--- config.mk ---
export PLATFORM = sky130hd
export DESIGN_NAME = psk_rx_sched_flat
export DESIGN_NICKNAME = d
export VERILOG_FILES = /design/src/rtl/psk_rx_sched_if.sv /design/src/rtl/psk_rx_sched.sv /design/src/flat_wrapper.sv
export SDC_FILE = /design/constraint.sdc
export NUM_CORES = 1
export LEC_CHECK = 0
export BUFFER_PORTS_ARGS = -buffer_cell sky130_fd_sc_hd__clkbuf_2
export CAP_MARGIN = 5
export CORE_ASPECT_RATIO = 1.2
export CORE_MARGIN = 5
export CORE_UTILIZATION = 50
export CTS_CLUSTER_DIAMETER = 30
export DETAILED_ROUTE_END_ITERATION = 16
export HOLD_SLACK_MARGIN = 0.05
export PLACE_DENSITY = 0.64
export SYNTH_ARGS = -nofsm -noshare
export SYNTH_HDL_FRONTEND = slang
export SYNTH_SLANG_ARGS = --single-unit
--- constraint.sdc ---
create_clock -name clk -period 4.1 [get_ports clk]
set_input_delay 0.205 -clock clk [delete_from_list [all_inputs] [get_ports clk]]
set_output_delay 0.205 -clock clk [all_outputs]
set_load 0.1 [all_outputs]
--- src/rtl/psk_rx_sched_if.sv ---
// Byte stream from the PSK receive scheduler toward the MAC/UART layer.
// The scheduler drives the master side; the consumer drives m_tready.
interface psk_rx_sched_if;
    logic [7:0] m_tdata;
    logic       m_tvalid;
    logic       m_tready;
    logic       m_tlast;

    modport master (output m_tdata, output m_tvalid, output m_tlast, input m_tready);
    modport slave  (input m_tdata, input m_tvalid, input m_tlast, output m_tready);
endinterface

--- src/rtl/psk_rx_sched.sv ---
// PSK receive symbol scheduler and framer: picks one decision per symbol, finds the sync word, packs payload bytes.
// Optional feature macro PSK_RX_SCHED_PHASE_INV_EN: also lock on the inverted sync word and invert the payload bits.
module psk_rx_sched #(
    parameter int unsigned SPS           = 8,
    parameter int unsigned SAMPLE_PHASE  = 4,
    parameter logic [15:0] SYNC_WORD     = 16'hE5A3,
    parameter int unsigned PAYLOAD_BYTES = 64
) (
    input  logic                  clk,
    input  logic                  rst,
    input  logic                  en,
    input  logic                  mode,
    input  logic                  det_bpsk,
    input  logic [1:0]            det_qpsk,
    input  logic                  det_vld,
    psk_rx_sched_if.master        axis,
    output logic                  locked,
    output logic                  ovf
);
    localparam logic [7:0] PHASE  = 8'(SAMPLE_PHASE);
    localparam logic [7:0] LAST_S = 8'(SPS - 1);
    localparam logic [7:0] LAST_B = 8'(PAYLOAD_BYTES - 1);

    typedef enum logic [1:0] {IDLE, SEARCH, PAYLOAD} state_t;

    state_t      state;
    logic        mode_q;
    logic [7:0]  scnt;
    logic [14:0] sync_sr;
    logic [6:0]  byte_sr;
    logic [3:0]  bcnt;
    logic [7:0]  byte_cnt;

    logic [7:0]  tdata_p1;
    logic        vld_p1;
    logic        tlast_p1;
    logic        locked_q;
    logic        ovf_q;

    logic        strobe;
    logic [7:0]  scnt_nxt;
    logic [15:0] sync_nxt;
    logic        sync_hit;
    logic        sync_hit_inv;
    logic [1:0]  pb;
    logic [7:0]  byte_nxt;
    logic [3:0]  bcnt_nxt;
    logic        byte_done;
    logic        last_byte;
    logic        hs;

`ifdef PSK_RX_SCHED_PHASE_INV_EN
    logic        inv;
`endif

    // Stage p0: decision selection, sync compare and byte packing
    always_comb begin
        strobe   = det_vld && (scnt == PHASE);
        scnt_nxt = (scnt == LAST_S) ? 8'd0 : scnt + 8'd1;
        sync_nxt = mode_q ? {sync_sr[13:0], det_qpsk} : {sync_sr, det_bpsk};
        sync_hit = (sync_nxt == SYNC_WORD);
`ifdef PSK_RX_SCHED_PHASE_INV_EN
        sync_hit_inv = (sync_nxt == ~SYNC_WORD);
        pb           = mode_q ? (det_qpsk ^ {2{inv}}) : {1'b0, det_bpsk ^ inv};
`else
        sync_hit_inv = 1'b0;
        pb           = mode_q ? det_qpsk : {1'b0, det_bpsk};
`endif
        byte_nxt  = mode_q ? {byte_sr[5:0], pb} : {byte_sr, pb[0]};
        bcnt_nxt  = bcnt + (mode_q ? 4'd2 : 4'd1);
        byte_done = bcnt_nxt[3];
        last_byte = (byte_cnt == LAST_B);
        hs        = vld_p1 && axis.m_tready;
    end

    // Stage p1: framing state and the single registered output byte
    always_ff @(posedge clk or posedge rst) begin
        if (rst) begin
            state    <= IDLE;
            mode_q   <= 1'b0;
            scnt     <= 8'd0;
            sync_sr  <= 15'd0;
            byte_sr  <= 7'd0;
            bcnt     <= 4'd0;
            byte_cnt <= 8'd0;
            tdata_p1 <= 8'd0;
            vld_p1   <= 1'b0;
            tlast_p1 <= 1'b0;
            locked_q <= 1'b0;
            ovf_q    <= 1'b0;
`ifdef PSK_RX_SCHED_PHASE_INV_EN
            inv      <= 1'b0;
`endif
        end else begin
            // A held byte drains even while the framer is idle.
            if (hs) begin
                vld_p1   <= 1'b0;
                tlast_p1 <= 1'b0;
            end

            if (!en) begin
                state    <= IDLE;
                locked_q <= 1'b0;
            end else begin
                case (state)
                    IDLE: begin
                        state    <= SEARCH;
                        mode_q   <= mode;
                        scnt     <= 8'd0;
                        sync_sr  <= 15'd0;
                        bcnt     <= 4'd0;
                        byte_cnt <= 8'd0;
                        ovf_q    <= 1'b0;
`ifdef PSK_RX_SCHED_PHASE_INV_EN
                        inv      <= 1'b0;
`endif
                    end
                    SEARCH: begin
                        if (det_vld) scnt <= scnt_nxt;
                        if (strobe) begin
                            sync_sr <= sync_nxt[14:0];
                            if (sync_hit || sync_hit_inv) begin
                                state    <= PAYLOAD;
                                locked_q <= 1'b1;
                                bcnt     <= 4'd0;
                                byte_cnt <= 8'd0;
`ifdef PSK_RX_SCHED_PHASE_INV_EN
                                inv      <= sync_hit_inv;
`endif
                            end
                        end
                    end
                    PAYLOAD: begin
                        if (det_vld) scnt <= scnt_nxt;
                        if (strobe) begin
                            byte_sr <= byte_nxt[6:0];
                            bcnt    <= byte_done ? 4'd0 : bcnt_nxt;
                            if (byte_done) begin
                                // A byte completing while one is still held is lost, but still counted.
                                if (!vld_p1 || hs) begin
                                    tdata_p1 <= byte_nxt;
                                    vld_p1   <= 1'b1;
                                    tlast_p1 <= last_byte;
                                end else begin
                                    ovf_q <= 1'b1;
                                end
                                if (last_byte) begin
                                    state    <= SEARCH;
                                    locked_q <= 1'b0;
                                    sync_sr  <= 15'd0;
                                    byte_cnt <= 8'd0;
`ifdef PSK_RX_SCHED_PHASE_INV_EN
                                    inv      <= 1'b0;
`endif
                                end else begin
                                    byte_cnt <= byte_cnt + 8'd1;
                                end
                            end
                        end
                    end
                    default: state <= IDLE;
                endcase
            end
        end
    end

    assign axis.m_tdata  = tdata_p1;
    assign axis.m_tvalid = vld_p1;
    assign axis.m_tlast  = tlast_p1;
    assign locked        = locked_q;
    assign ovf           = ovf_q;

endmodule
--- src/flat_wrapper.sv ---
// flat-port wrapper written by rule: the top's interface ports become plain ports
module psk_rx_sched_flat 
#(
    parameter int unsigned SPS           = 8,
    parameter int unsigned SAMPLE_PHASE  = 4,
    parameter logic [15:0] SYNC_WORD     = 16'hE5A3,
    parameter int unsigned PAYLOAD_BYTES = 64
)
  (clk, rst, en, mode, det_bpsk, det_qpsk, det_vld, locked, ovf, axis_m_tdata, axis_m_tvalid, axis_m_tlast, axis_m_tready);
  psk_rx_sched_if axis_i ();
  input  logic clk;
  input  logic rst;
  input  logic en;
  input  logic mode;
  input  logic det_bpsk;
  input  logic [1:0] det_qpsk;
  input  logic det_vld;
  output logic locked;
  output logic ovf;
  output wire logic [$bits(axis_i.m_tdata)-1:0] axis_m_tdata;
  output wire logic [$bits(axis_i.m_tvalid)-1:0] axis_m_tvalid;
  output wire logic [$bits(axis_i.m_tlast)-1:0] axis_m_tlast;
  input wire logic [$bits(axis_i.m_tready)-1:0] axis_m_tready;
  assign axis_m_tdata = axis_i.m_tdata;
  assign axis_m_tvalid = axis_i.m_tvalid;
  assign axis_m_tlast = axis_i.m_tlast;
  assign axis_i.m_tready = axis_m_tready;
  psk_rx_sched #(.SPS(SPS), .SAMPLE_PHASE(SAMPLE_PHASE), .SYNC_WORD(SYNC_WORD), .PAYLOAD_BYTES(PAYLOAD_BYTES)) u_core (.clk(clk), .rst(rst), .en(en), .mode(mode), .det_bpsk(det_bpsk), .det_qpsk(det_qpsk), .det_vld(det_vld), .axis(axis_i), .locked(locked), .ovf(ovf));
endmodule
==> summary.md <==
| Metric | Value |
|---|---|
| Residual DRC count | 0 |
| Clock sink count | 56 |
| Crit path capture type | register |
| Post-synthesis compound-gate area fraction | between 10% and 20% |
| Min Hold Slack | 0.0511 ns |
| Main combinational cell family by area after synthesis | compound AO/OA/AOI/OAI gates |
| CTS clk-pin slew, worst paths | 0.11 ns |
| VDD IR max | between 0.2 and 0.3 mV |
| Final setup viols | 0 |
| CP Max Fanout | 20 |
| Hold Crit Class | in -> async |
| Hpwl dp | roughly 4300 um |
| Unrepaired setup endpoints after global routing | no |
| Leak | ~0.0015 uW |
| Clock latency on the worst-skew pair | just over 0.3 ns |
| CTS buffer count | 5 |
| Skew final | slightly below 0.008 ns |
| Cell variety after synth | a little over 40 |
| Post-DRT Antenna Nets | 0 |
| Vias | 2300 |
| Netlist Area Pre-Place | around 3000 um2 |
| Setup crit start | u_core.mode_q |
| Ys async rst share | 100% |
| Hold_buf cts | 0 |
| Number of synthesized flops with an enable pin | 0 |
| Share of layout cells above drive strength 1 | a little under an eighth |
| GP Congestion | 0.784 |
| Final nets | around 350 |
| Vias in the first global route | roughly 2300 |
| CP startpoint kind | register |
| Core ar. | 5740 um2 |
| Synth Area in XOR/XNOR | 0% |
| Cts repair resizes | 0 |
| Drt first pass iters | 4 |
| Number of H-tree levels | 2 |
| Simple-gate share of the synthesized area | about 18% |
| Fin crit period | between 3 and 4 ns |
| Rel. slew slack | 47.6% |
| Global-route wire length before repair | 10700 um |
| Drt wl/cell | about 15 um |
| Status | complete, no violations |
| Synth Area in Adders | 4.44% |
| Ports | 21 |
| Fin crit share | about 74% |
| Mux cell area share after synthesis | under 10% |
| Top post-synthesis cells by area | dfrtp_1 47%, mux2i_1 7.4%, o21ai_0 7.0%, nand2_1 6.7%, o31ai_1 6.0% |
| Worst EP required | 4.32 ns |
| GRT Overall Usage | between 10% and 20% |
| Drt initial violations | about 110 |
| # diodes | 0 |
| CP arrival | roughly 3.2 ns |
| Syn Nets | around 330 |
| Synth top area share | about 47% |
| Max Slew Vio Count | 0 |
| Die W | 80.6 um |
| Initial core utilization | around 52% |
| Top_reg_cell synth | dfrtp_1 |
| Wire length after detailed routing | slightly above 6000 um |
| Dominant cell type by area after synthesis | dfrtp_1 |
| Clock buffer depth | 2 |
| CTS tree | done |
| Worst-path cell with the longest stage delay | dfrtp_1 |
| Pin count of the biggest net entering global routing | between 50 and 60 |
| Gr ovfl total | 0 |
| Fmax | between 300 and 400 MHz |
| Final hold vios | 0 |
| Slew @ Worst Pin | approximately 0.79 ns |
| IO buf count | 20 |
| Number of synthesized register bits | between 50 and 60 |
| TNS Setup | 0 ns |
| Register area share after synthesis | a little under half |
| Mapped Cells | ~310 |
| # rows | 30 |
| Root Buffer | clkbuf_8 |
| Slowest Stage Delay on Critical Path | between 0.8 and 0.9 ns |
| Critical path type | reg -> reg |
| Syn_area_per_cell | approximately 9.5 um2 |
| Number of post-CTS setup repair buffers | 0 |
| Initial antenna violation count | 0 |
| Max_cap viols | 0 |
| Ys Warns | 0 |
| Layout area overhead | 8.62% |
| Crit path cell chain | buf_4 -> mux2i_1 -> a211o_1 -> o41a_1 -> or3b_4 -> o31ai_1 |
| Via density | 5.61 |
| Die Ht | 94.7 um |
| Power Density | 410 nW/um2 |
| Die area | roughly 7600 um2 |
| R2r startpoint | u_core.mode_q |
==> critical path: cells and delay by family, from the launching register on <==
family | cells | cell delay, ns
AOI/OAI and AO/OA | 3 | 1.12
DFF | 1 | 0.87
and+or+nand+nor | 1 | 0.46
buffers and inverters | 1 | 0.34
muxes | 1 | 0.15
==> routing by layer <==
| layer | up-vias | wire length [um] | track usage (%) | part of all wire (%) |
|---|---|---|---|---|
| li1 | 1163 | - | - | - |
| met1 | 1102 | 2880 | 22.3 | 47 |
| met2 | 27 | 3020 | 30.2 | 49 |
| met3 | 8 | 126 | 3.34 | 2.1 |
| met4 | 0 | 78 | 4.93 | 1.3 |
| met5 | - | 0 | 0 | 0 |
==> registers in the layout (all words and copies together), names as in the netlist <==
register and count:
u_core.axis.m_tdata 8, u_core.axis.m_tlast 1, u_core.axis.m_tvalid 1, u_core.bcnt 3, u_core.byte_cnt 8, u_core.byte_sr 7
u_core.locked 1, u_core.mode_q 1, u_core.ovf 1, u_core.scnt 8, u_core.state 2, u_core.sync_sr 15
==> path summary, 6_finish.rpt <==
kind                            slack, ns  cells past startpoint                endpoint
worst max-delay path                 1.08                      6      u_core.byte_cnt[5]
worst min-delay path                 0.05                      3     u_core.axis.m_tlast
worst max register to register       1.08                      6      u_core.byte_cnt[5]
worst min register to register       0.49                      2  u_core.axis.m_tdata[5]
max in group asynchronous            3.58                      3          u_core.bcnt[2]
min in group clk                     0.15                      2           u_core.mode_q
==> area by class of cell <==
class / count / area (um2)
fillers: 526 / 2500
multi-input cells: 232 / 1490
clock inverters: 3 / 26.3
inverters: 11 / 41.3
clock buffers: 5 / 68.8
flip-flops and latches: 56 / 1400
well taps: 80 / 100
repair buffers: 23 / 123
==> per-stage QoR <==
step                setup slack [ns]  utilization, %  std cells  area, um2  total power [uW]
finish                          1.08            56.5        410       3250              1330
global route                   0.837            56.5        410       3250              1420
CTS                             1.06            56.5        410       3250              1350
detailed placement              1.09            54.9        402       3150              1030
global placement                1.18            54.9        402       3150              1020
floorplan                       1.59               -        314       2990               945
==> cells by family (layout without fill, tap and decap cells) <==
family / count (synthesis) / in the layout
muxes: 25 / 25
AOI/OAI and AO/OA: 88 / 88
DFF: 56 / 56
and+or+nand+nor: 109 / 109
adders and majority gates: 10 / 10
buffers and inverters: 26 / 42
==> cells in the mapped netlist, types with 2 or more instances <==
master,count
a21o_1,5
dfrtp_1,56
nor4bb_1,4
inv_1,11
or2_2,2
nor4b_1,2
o31ai_1,24
mux2_2,2
or4_1,3
nand4b_1,5
nand2_1,53
ha_1,9
a21boi_0,2
clkbuf_1,11
and3_1,4
mux2i_1,22
o21ai_0,42
nand3_1,13
nand2b_1,5
a21oi_1,5
nor2_1,10
buf_2,3
nor2b_1,3
==> cell usage in the layout, fill, tap and decap left out, types with 2 or more instances in the layout <==
cell	n
mux2_2	2
nor4b_1	2
clkbuf_2	20
nand2_1	53
or2_2	2
and3_1	4
nor2_1	10
a21boi_0	2
nor4bb_1	4
nand2b_1	5
nand4b_1	5
ha_1	9
o21ai_0	42
buf_4	3
a21oi_1	5
dfrtp_1	56
a21o_1	5
nor2b_1	3
clkbuf_8	5
or4_1	3
inv_1	10
mux2i_1	22
clkinv_4	2
nand3_1	13
o31ai_1	24
==> power by group <==
group | internal (uW) | switching, uW
sequential | 588 | 69.3
clock | 125 | 194
combinational | 142 | 212
total | 855 | 475
No activity file was read; power rests on OpenSTA's default activity.
